===== src/rtl/jk_excite_drv.sv =====
// Excitation driver for an external JK flip-flop: queues target bits, drives J/K
// for one cycle per bit, then checks the fed-back Q and tracks mismatches.
module jk_excite_drv #(
    parameter int DEPTH   = 4,
    parameter int DC_MODE = 0
) (
    input  logic        clk,
    input  logic        rst,
    input  logic        tgt_valid,
    input  logic        tgt_bit,
    output logic        tgt_ready,
    output logic        j,
    output logic        k,
    input  logic        q_fb,
    input  logic        clr_err,
    output logic        busy,
    output logic        err,
    output logic [7:0]  err_cnt,
    output logic [15:0] bit_cnt
);

    localparam int AW = (DEPTH > 1) ? $clog2(DEPTH) : 1;
    localparam logic [AW:0] FULL_CNT = (AW + 1)'(DEPTH);
    localparam logic DC = (DC_MODE != 0);

    typedef enum logic [1:0] {
        IDLE  = 2'd0,
        DRIVE = 2'd1,
        CHECK = 2'd2
    } state_t;

    state_t          state_q, state_d;
    logic [DEPTH-1:0] mem_q, mem_d;
    logic [AW-1:0]   wr_ptr_q, wr_ptr_d;
    logic [AW-1:0]   rd_ptr_q, rd_ptr_d;
    logic [AW:0]     count_q, count_d;
    logic            q_model_q, q_model_d;
    logic            exp_q, exp_d;
    logic            j_q, j_d;
    logic            k_q, k_d;
    logic            err_q, err_d;
    logic [7:0]      err_cnt_q, err_cnt_d;
    logic [15:0]     bit_cnt_q, bit_cnt_d;

    logic full;
    logic push;
    logic pop;
    logic head;
    logic mismatch;

    always_comb begin
        state_d   = state_q;
        mem_d     = mem_q;
        wr_ptr_d  = wr_ptr_q;
        rd_ptr_d  = rd_ptr_q;
        count_d   = count_q;
        q_model_d = q_model_q;
        exp_d     = exp_q;
        j_d       = 1'b0;
        k_d       = 1'b0;
        err_d     = err_q;
        err_cnt_d = err_cnt_q;
        bit_cnt_d = bit_cnt_q;
        mismatch  = 1'b0;

        // A full FIFO refuses the offer even if the FSM frees a slot this cycle.
        full = (count_q == FULL_CNT);
        push = tgt_valid && !full;
        pop  = (state_q == IDLE) && (count_q != '0);
        head = mem_q[rd_ptr_q];

        if (push) begin
            mem_d[wr_ptr_q] = tgt_bit;
            wr_ptr_d        = wr_ptr_q + 1'b1;
        end
        if (pop) begin
            rd_ptr_d = rd_ptr_q + 1'b1;
        end
        if (push && !pop) begin
            count_d = count_q + 1'b1;
        end else if (!push && pop) begin
            count_d = count_q - 1'b1;
        end

        case (state_q)
            IDLE: begin
                if (pop) begin
                    j_d     = q_model_q ? DC : head;
                    k_d     = q_model_q ? !head : DC;
                    exp_d   = head;
                    state_d = DRIVE;
                end
            end
            DRIVE: begin
                state_d = CHECK;
            end
            CHECK: begin
                mismatch  = (q_fb != exp_q);
                q_model_d = q_fb;
                bit_cnt_d = bit_cnt_q + 16'd1;
                state_d   = IDLE;
                if (mismatch) begin
                    err_d = 1'b1;
                    if (err_cnt_q != 8'hFF) begin
                        err_cnt_d = err_cnt_q + 8'd1;
                    end
                end
            end
            default: begin
                state_d = IDLE;
            end
        endcase

        // Clearing wins over a mismatch found in the same cycle.
        if (clr_err) begin
            err_d     = 1'b0;
            err_cnt_d = 8'd0;
        end
    end

    always_ff @(posedge clk) begin
        if (rst) begin
            state_q   <= IDLE;
            mem_q     <= '0;
            wr_ptr_q  <= '0;
            rd_ptr_q  <= '0;
            count_q   <= '0;
            q_model_q <= 1'b0;
            exp_q     <= 1'b0;
            j_q       <= 1'b0;
            k_q       <= 1'b0;
            err_q     <= 1'b0;
            err_cnt_q <= 8'd0;
            bit_cnt_q <= 16'd0;
        end else begin
            state_q   <= state_d;
            mem_q     <= mem_d;
            wr_ptr_q  <= wr_ptr_d;
            rd_ptr_q  <= rd_ptr_d;
            count_q   <= count_d;
            q_model_q <= q_model_d;
            exp_q     <= exp_d;
            j_q       <= j_d;
            k_q       <= k_d;
            err_q     <= err_d;
            err_cnt_q <= err_cnt_d;
            bit_cnt_q <= bit_cnt_d;
        end
    end

    assign tgt_ready = !full;
    assign j         = j_q;
    assign k         = k_q;
    assign busy      = (state_q != IDLE) || (count_q != '0);
    assign err       = err_q;
    assign err_cnt   = err_cnt_q;
    assign bit_cnt   = bit_cnt_q;

endmodule


===== config.mk =====
export PLATFORM = sky130hd
export DESIGN_NAME = jk_excite_drv
export DESIGN_NICKNAME = d
export VERILOG_FILES = /design/src/rtl/jk_excite_drv.sv
export SDC_FILE = /design/constraint.sdc
export NUM_CORES = 1
export LEC_CHECK = 0
export ABC_AREA = 1
export BUFFER_PORTS_ARGS = -buffer_cell sky130_fd_sc_hd__buf_2
export CAP_MARGIN = 20
export CORE_MARGIN = 1.5
export CORE_UTILIZATION = 45
export DETAILED_ROUTE_END_ITERATION = 7
export PLACE_DENSITY = 0.63
export RECOVER_POWER = 50
export SLEW_MARGIN = 20
export SYNTH_ARGS = -nofsm -noshare
export SYNTH_HDL_FRONTEND = slang
export SYNTH_SLANG_ARGS = --single-unit

===== constraint.sdc =====
create_clock -name clk -period 2.3 [get_ports clk]
set_input_delay 0.115 -clock clk [delete_from_list [all_inputs] [get_ports clk]]
set_output_delay 0.115 -clock clk [all_outputs]
set_load 0.01 [all_outputs]

==> impl_metrics.yaml, run 1 <==
floorplanning:
  initial_utilization: 0.4672
  fp-row-count: 24
  die_height_um: 70.24
  die_x_um: 70.24
  die-area_mm2: 0.004934
  floorplan.core_area_mm2: 0.004354
  pin_count: 35
timing:
  timing.final.crit_period_ns: 2.007
  worst_slew_pin_slew_ns: 0.5380
  finalHoldViolCount: 0
  report.final.setup_viol: 0
  final.setup_skew_ns: 0.003634
  relSlewSlack: 0.6409
  top_achievable_clock_speed_ghz: 0.4983
  finalSetupTns_ns: 0
  finalCritPeriodShare: 0.8726
  slew_viol_final: 0
  grt_setup_unrepaired: "false"
drt:
  drt-initial-drc-count: 75
  drt-total-wl_mm: 3.823
  remaining_drc_errors: 0
  drtAntennaViolNets: 0
  drt-pass1-iter-count: 4
  routed_via_density: 4.732
  routed-via-count: 1746
  post_drt_wl_per_cell_um: 10.36
power:
  seq_power_share: 0.452
  p_sw_uw: 605.3
  power.share.switching: 0.3172
  max-vdd-ir-drop_mv: 0.3626
  internal_power_mw: 1.303
  p_per_area_mw_per_mm2: 821.8
  power.share.clock: 0.303
  total_leakage_power_nw: 0.9704
  combinationalPowerShare: 0.245
synthesis:
  post_synth_inst_count: 278
  synth_seq_area_share: 0.4133
  combined_area_of_all_synthesized_cells_mm2: 0.002034
  synth_seq_cells: 42
  postSynthNetCount: 292
  synthDistinctLibCells: 32
  yosysWarningCount: 0
  synth_area_per_cell_um2: 7.318
finish:
  antenna-diode-count: 0
  layout.cells.most_common_list: "63 x nand2_1, 42 x dfxtp_1, 40 x inv_1, 30 x clkbuf_1, 29 x nor2_1"
  finalNetCount: 330
  final_cells: 369
  multi_input_area_mm2: 0.001017
  synthesis_to_layout_area_growth_pct: 14.15
  layout_filler_cell_count: 475
  most_common_cell_after_layout_fill_and_taps_aside: "nand2_1"
  ff_latch_area_um2: 840.8
  final_layout_size_suffix_gt1_frac: 0.08517
clock_tree:
  tritoncts: "yes"
  cts_hold_buffers: 0
  cts_repair_resize_count: 0
  ctsHtreeMaxLevel: 2
  max-clock-path-buffers: 2
  clkSlewWorstSetupHoldPaths_ns: 0.07
  cts_root_buffer_type: "clkbuf_8"
  cts_inserted_buffers: 5
  worst_skew_pair.late_latency_ns: 0.30
  tritoncts_num_sinks: 42
  postCtsSetupBuffers: 0
grt:
  global_route.usage.total: 0.1745
  grt_pass1_vias: 1618
  grt-ovfl-total: 0
  grt_pass1_wl_mm: 6.906
  grt_antenna_before_repair: 0
  grt_start_max_net_pins: 21
setup_path:
  worstPathMaxFanout: 9
  worst_setup_path_start_kind: "flop"
  critical_path.endpoint_type: "flop"
  required_ns: 2.49
  timing.setup.critical_path_class: "flop to flop"
  timing.critical_path.arrival_ns: 2.20
hold_path:
  holdCritPathClass: "input port to flop"
placement:
  buffer_ports.inserted: 34
  post-place-cells: 361
  place_congestion: 0.7681
  dp.final_hpwl_mm: 2.834
status:
  run_status: "finished, final reports clean"
run:
  maxCapViolations: 0
## cells in the mapped netlist
cell type / count / area, um2
o21bai_1: 1 / 7.510
nand2_1: 62 / 232.7
nor3b_1: 1 / 7.510
nand3_1: 14 / 70.07
nor2_1: 29 / 108.9
dfxtp_1: 42 / 840.8
nor2_4: 2 / 22.52
nand2_4: 2 / 22.52
a21oi_2: 1 / 8.760
inv_1: 39 / 146.4
or2_1: 1 / 6.260
inv_2: 3 / 11.26
and3_1: 3 / 18.77
nor4_1: 1 / 6.260
o21a_1: 1 / 7.510
or2_2: 1 / 6.260
o22ai_1: 1 / 6.260
nand3b_1: 2 / 15.01
nor2_2: 2 / 12.51
o31ai_1: 1 / 7.510
nand3_2: 1 / 10.01
nand2_2: 2 / 12.51
nand4_1: 2 / 12.51
fa_1: 1 / 20.02
ha_1: 7 / 87.58
xor2_1: 2 / 17.52
nor3_1: 4 / 20.02
clkbuf_1: 3 / 11.26
a21oi_1: 26 / 130.1
nor2_8: 2 / 40.04
o21ai_0: 18 / 90.09
nand3_4: 1 / 17.52
## worst paths after layout
kind                                  from    endpoint  slack (ns)  cells after the start
worst max-delay path            count_q[0]  count_q[2]        0.29                     11
worst min-delay path                  q_fb   q_model_q        0.09                      3
worst max register to register  count_q[0]  count_q[2]        0.29                     11
worst min register to register  state_q[1]  state_q[1]        0.45                      1
## flip-flops by register name, summed over array words and instances (netlist names)
name       count
j              1
exp_q          1
state_q        2
count_q        3
err            1
k              1
err_cnt        8
mem_q          4
q_model_q      1
rd_ptr_q       2
wr_ptr_q       2
bit_cnt       16
## cells by family after synthesis
| logic type | synth area share |
|---|---|
| flops | 0.4133 |
| buf+inv | 0.08302 |
| fa+ha+maj | 0.05289 |
| xor+xnor | 0.008612 |
| compound gates | 0.1267 |
| simple gates | 0.3155 |
## metrics by stage
| stage | instance area (um2) | setup WS, ns | power, mW | hold WS (ns) | utilization |
|---|---|---|---|---|---|
| after floorplan | 2034 | 0.3922 | 1.247 | 0.2105 | - |
| after global placement | 2258 | 0.3608 | 1.353 | 0.4085 | 0.5187 |
| after detailed placement | 2258 | 0.3066 | 1.364 | 0.4049 | 0.5187 |
| after CTS | 2365 | 0.2888 | 1.947 | 0.08543 | 0.5431 |
| after global routing | 2322 | 0.03418 | 2.055 | 0.1233 | 0.5333 |
| final | 2322 | 0.2931 | 1.908 | 0.09022 | 0.5333 |
## routing by layer
metal	global-route usage	vias up	routed length (um)
met3	0.05628	7	198
li1	-	957	-
met2	0.2725	28	1706
met4	0.07051	0	71
met5	0	-	0
met1	0.2225	754	1846
## area by class of cell
| class | instances | area share |
|---|---|---|
| clock inverter | 1 | 0.01293 |
| inverter | 42 | 0.06789 |
| timing repair buffer | 34 | 0.05819 |
| clock buffer | 7 | 0.03287 |
| sequential | 42 | 0.3621 |
| tap | 52 | 0.02802 |
| multi-input combinational | 191 | 0.4380 |
## critical path, stage by stage, from the launching register on
cell	delay, ns
dfxtp_1	0.40
inv_1	0.07
nand3_1	0.09
nand2_1	0.12
inv_2	0.15
ha_1	0.16
inv_1	0.07
fa_1	0.38
a21oi_1	0.14
o21ai_0	0.11
o21ai_0	0.16
a21oi_1	0.05
## power by group through the flow
stage               Sequential, mW  Clock (mW)  Combinational [mW]
finish                       0.863       0.578               0.467
global route                 0.876       0.625               0.553
CTS                          0.867       0.594               0.487
detailed placement           0.882           0               0.482
global placement             0.882           0               0.471
floorplan                    0.880           0               0.367
Power figures use the tool's default switching activity.
==> run 2: changes to the inputs <==
RECOVER_POWER = 100   (was 50)
==> run 2 against run 1 <==
  * Sequential cell count stayed put
  * Clock skew about the same
  * Register-to-register slack about the same
  * Maximum frequency is essentially flat
==> impl_metrics.yaml, run 2 (synthesis results as in run 1) <==
status:
  run_status: "finished, final reports clean"
power:
  power.total_mw: 1.898
  p_per_area_mw_per_mm2: 832.5
  total_leakage_power_nw: 0.9403
  max-vdd-ir-drop_mv: 0.3600
placement:
  placement.setup.worst_slack_ns: 0.3066
  place_congestion: 0.7681
  post-place-cells: 361
  placedInstanceArea_mm2: 0.002258
  dp.final_hpwl_mm: 2.834
  buffer_ports.inserted: 34
setup_path:
  timing.critical_path.arrival_ns: 2.19
  worst_setup_path_start_kind: "flop"
  timing.setup.critical_path_class: "flop to flop"
  path_cells: "inv_1 -> nand3_1 -> nand2_1 -> inv_2 -> ha_1 -> inv_1 -> fa_1 -> a21oi_1 -> o21ai_0 -> o21ai_0 -> a21oi_1"
  critPathTopFamily: "adder cells"
  worstPathMaxFanout: 9
  critical_path.endpoint_type: "flop"
  critPathMaxStageDelay_ns: 0.40
  slowest_stage: "dfxtp_1"
  required_ns: 2.49
  path_buf_inv: 3
drt:
  drt-pass1-iter-count: 4
  drt-initial-drc-count: 70
  drtAntennaViolNets: 0
  drt-total-wl_mm: 3.844
  post_drt_wl_per_cell_um: 10.42
  routed_via_density: 4.726
  routed-via-count: 1744
  remaining_drc_errors: 0
timing:
  finalCritPeriodShare: 0.8725
  final.setup.worst_slack_ns: 0.2932
  top_achievable_clock_speed_ghz: 0.4983
  worst_slew_pin_slew_ns: 0.5376
  timing.final.crit_period_ns: 2.007
  worst_hold_slack_ns: 0.09239
  finalHoldViolCount: 0
  slew_viol_final: 0
  finalSetupTns_ns: 0
  grt_setup_unrepaired: "false"
  final.setup_skew_ns: 0.004110
  report.final.setup_viol: 0
  relSlewSlack: 0.6412
clock_tree:
  cts_repair_resize_count: 0
  postCtsSetupBuffers: 0
  worst_skew_pair.late_latency_ns: 0.30
  cts_root_buffer_type: "clkbuf_8"
  clkSlewWorstSetupHoldPaths_ns: 0.07
  cts_hold_buffers: 0
  max-clock-path-buffers: 2
  cts_inserted_buffers: 5
  tritoncts_num_sinks: 42
  ctsHtreeMaxLevel: 2
  tritoncts: "yes"
grt:
  grt-ovfl-total: 0
  grt_pass1_vias: 1618
  global_route.usage.total: 0.1745
  grt_start_max_net_pins: 21
  grt_pass1_wl_mm: 6.906
  grt_antenna_before_repair: 0
floorplanning:
  die_x_um: 70.24
  floorplan.core_area_mm2: 0.004354
  initial_utilization: 0.4672
  die_height_um: 70.24
  fp-row-count: 24
  pin_count: 35
  die-area_mm2: 0.004934
finish:
  most_common_cell_after_layout_fill_and_taps_aside: "nand2_1"
  finalNetCount: 330
  synthesis_to_layout_area_growth_pct: 12.05
  final_layout_size_suffix_gt1_frac: 0.05994
  finish.utilization: 0.5236
  largest_reg_flops: 16
  antenna-diode-count: 0
  final_cells: 369
  final_design_area_no_fill_mm2: 0.002280
  layout.cells.most_common_list: "65 x nand2_1, 42 x dfxtp_1, 41 x inv_1, 32 x nor2_1, 31 x clkbuf_1"
run:
  maxCapViolations: 0
hold_path:
  holdCritPathClass: "input port to flop"
==> run 2: changes by cell type in the layout (fill, tap and decap cells not counted), sizes merged <==
cell    delta
buf        -1
clkbuf     +1
==> run 2: area by class of cell <==
| class | count | area [um2] |
|---|---|---|
| repair buffers | 34 | 133.9 |
| well taps | 52 | 65.06 |
| inverters | 42 | 157.7 |
| clock inverters | 1 | 30.03 |
| multi-input cells | 191 | 975.9 |
| fillers | 483 | 2074 |
| flip-flops and latches | 42 | 840.8 |
| clock buffers | 7 | 76.32 |
==> run 2: worst paths after layout <==
path / slack, ns / end / cells after the start / from
worst max-delay path: 0.29 / count_q[2] / 11 / count_q[0]
worst min-delay path: 0.09 / q_model_q / 3 / q_fb
worst max register to register: 0.29 / count_q[2] / 11 / count_q[0]
worst min register to register: 0.45 / state_q[1] / 1 / state_q[1]
==> run 2: metal layers <==
metal | vias to the layer above | share of wire | global-route usage
li1 | 956 | - | -
met1 | 755 | 0.49 | 0.2225
met2 | 27 | 0.45 | 0.2725
met3 | 6 | 0.050 | 0.05628
met4 | 0 | 0.018 | 0.07051
met5 | - | 0 | 0
==> run 2: worst register-to-register path, stage by stage, from the launching register on <==
cell and delay, ns:
dfxtp_1 0.40, inv_1 0.07, nand3_1 0.09, nand2_1 0.12
inv_2 0.15, ha_1 0.16, inv_1 0.07, fa_1 0.38
a21oi_1 0.14, o21ai_0 0.11, o21ai_0 0.16, a21oi_1 0.05
==> run 2: power breakdown <==
| group | internal (mW) | total, mW | leakage [nW] | switching (mW) |
|---|---|---|---|---|
| clock | 0.325 | 0.577 | 0.0524 | 0.252 |
| sequential | 0.810 | 0.863 | 0.341 | 0.0530 |
| combinational | 0.163 | 0.458 | 0.547 | 0.295 |
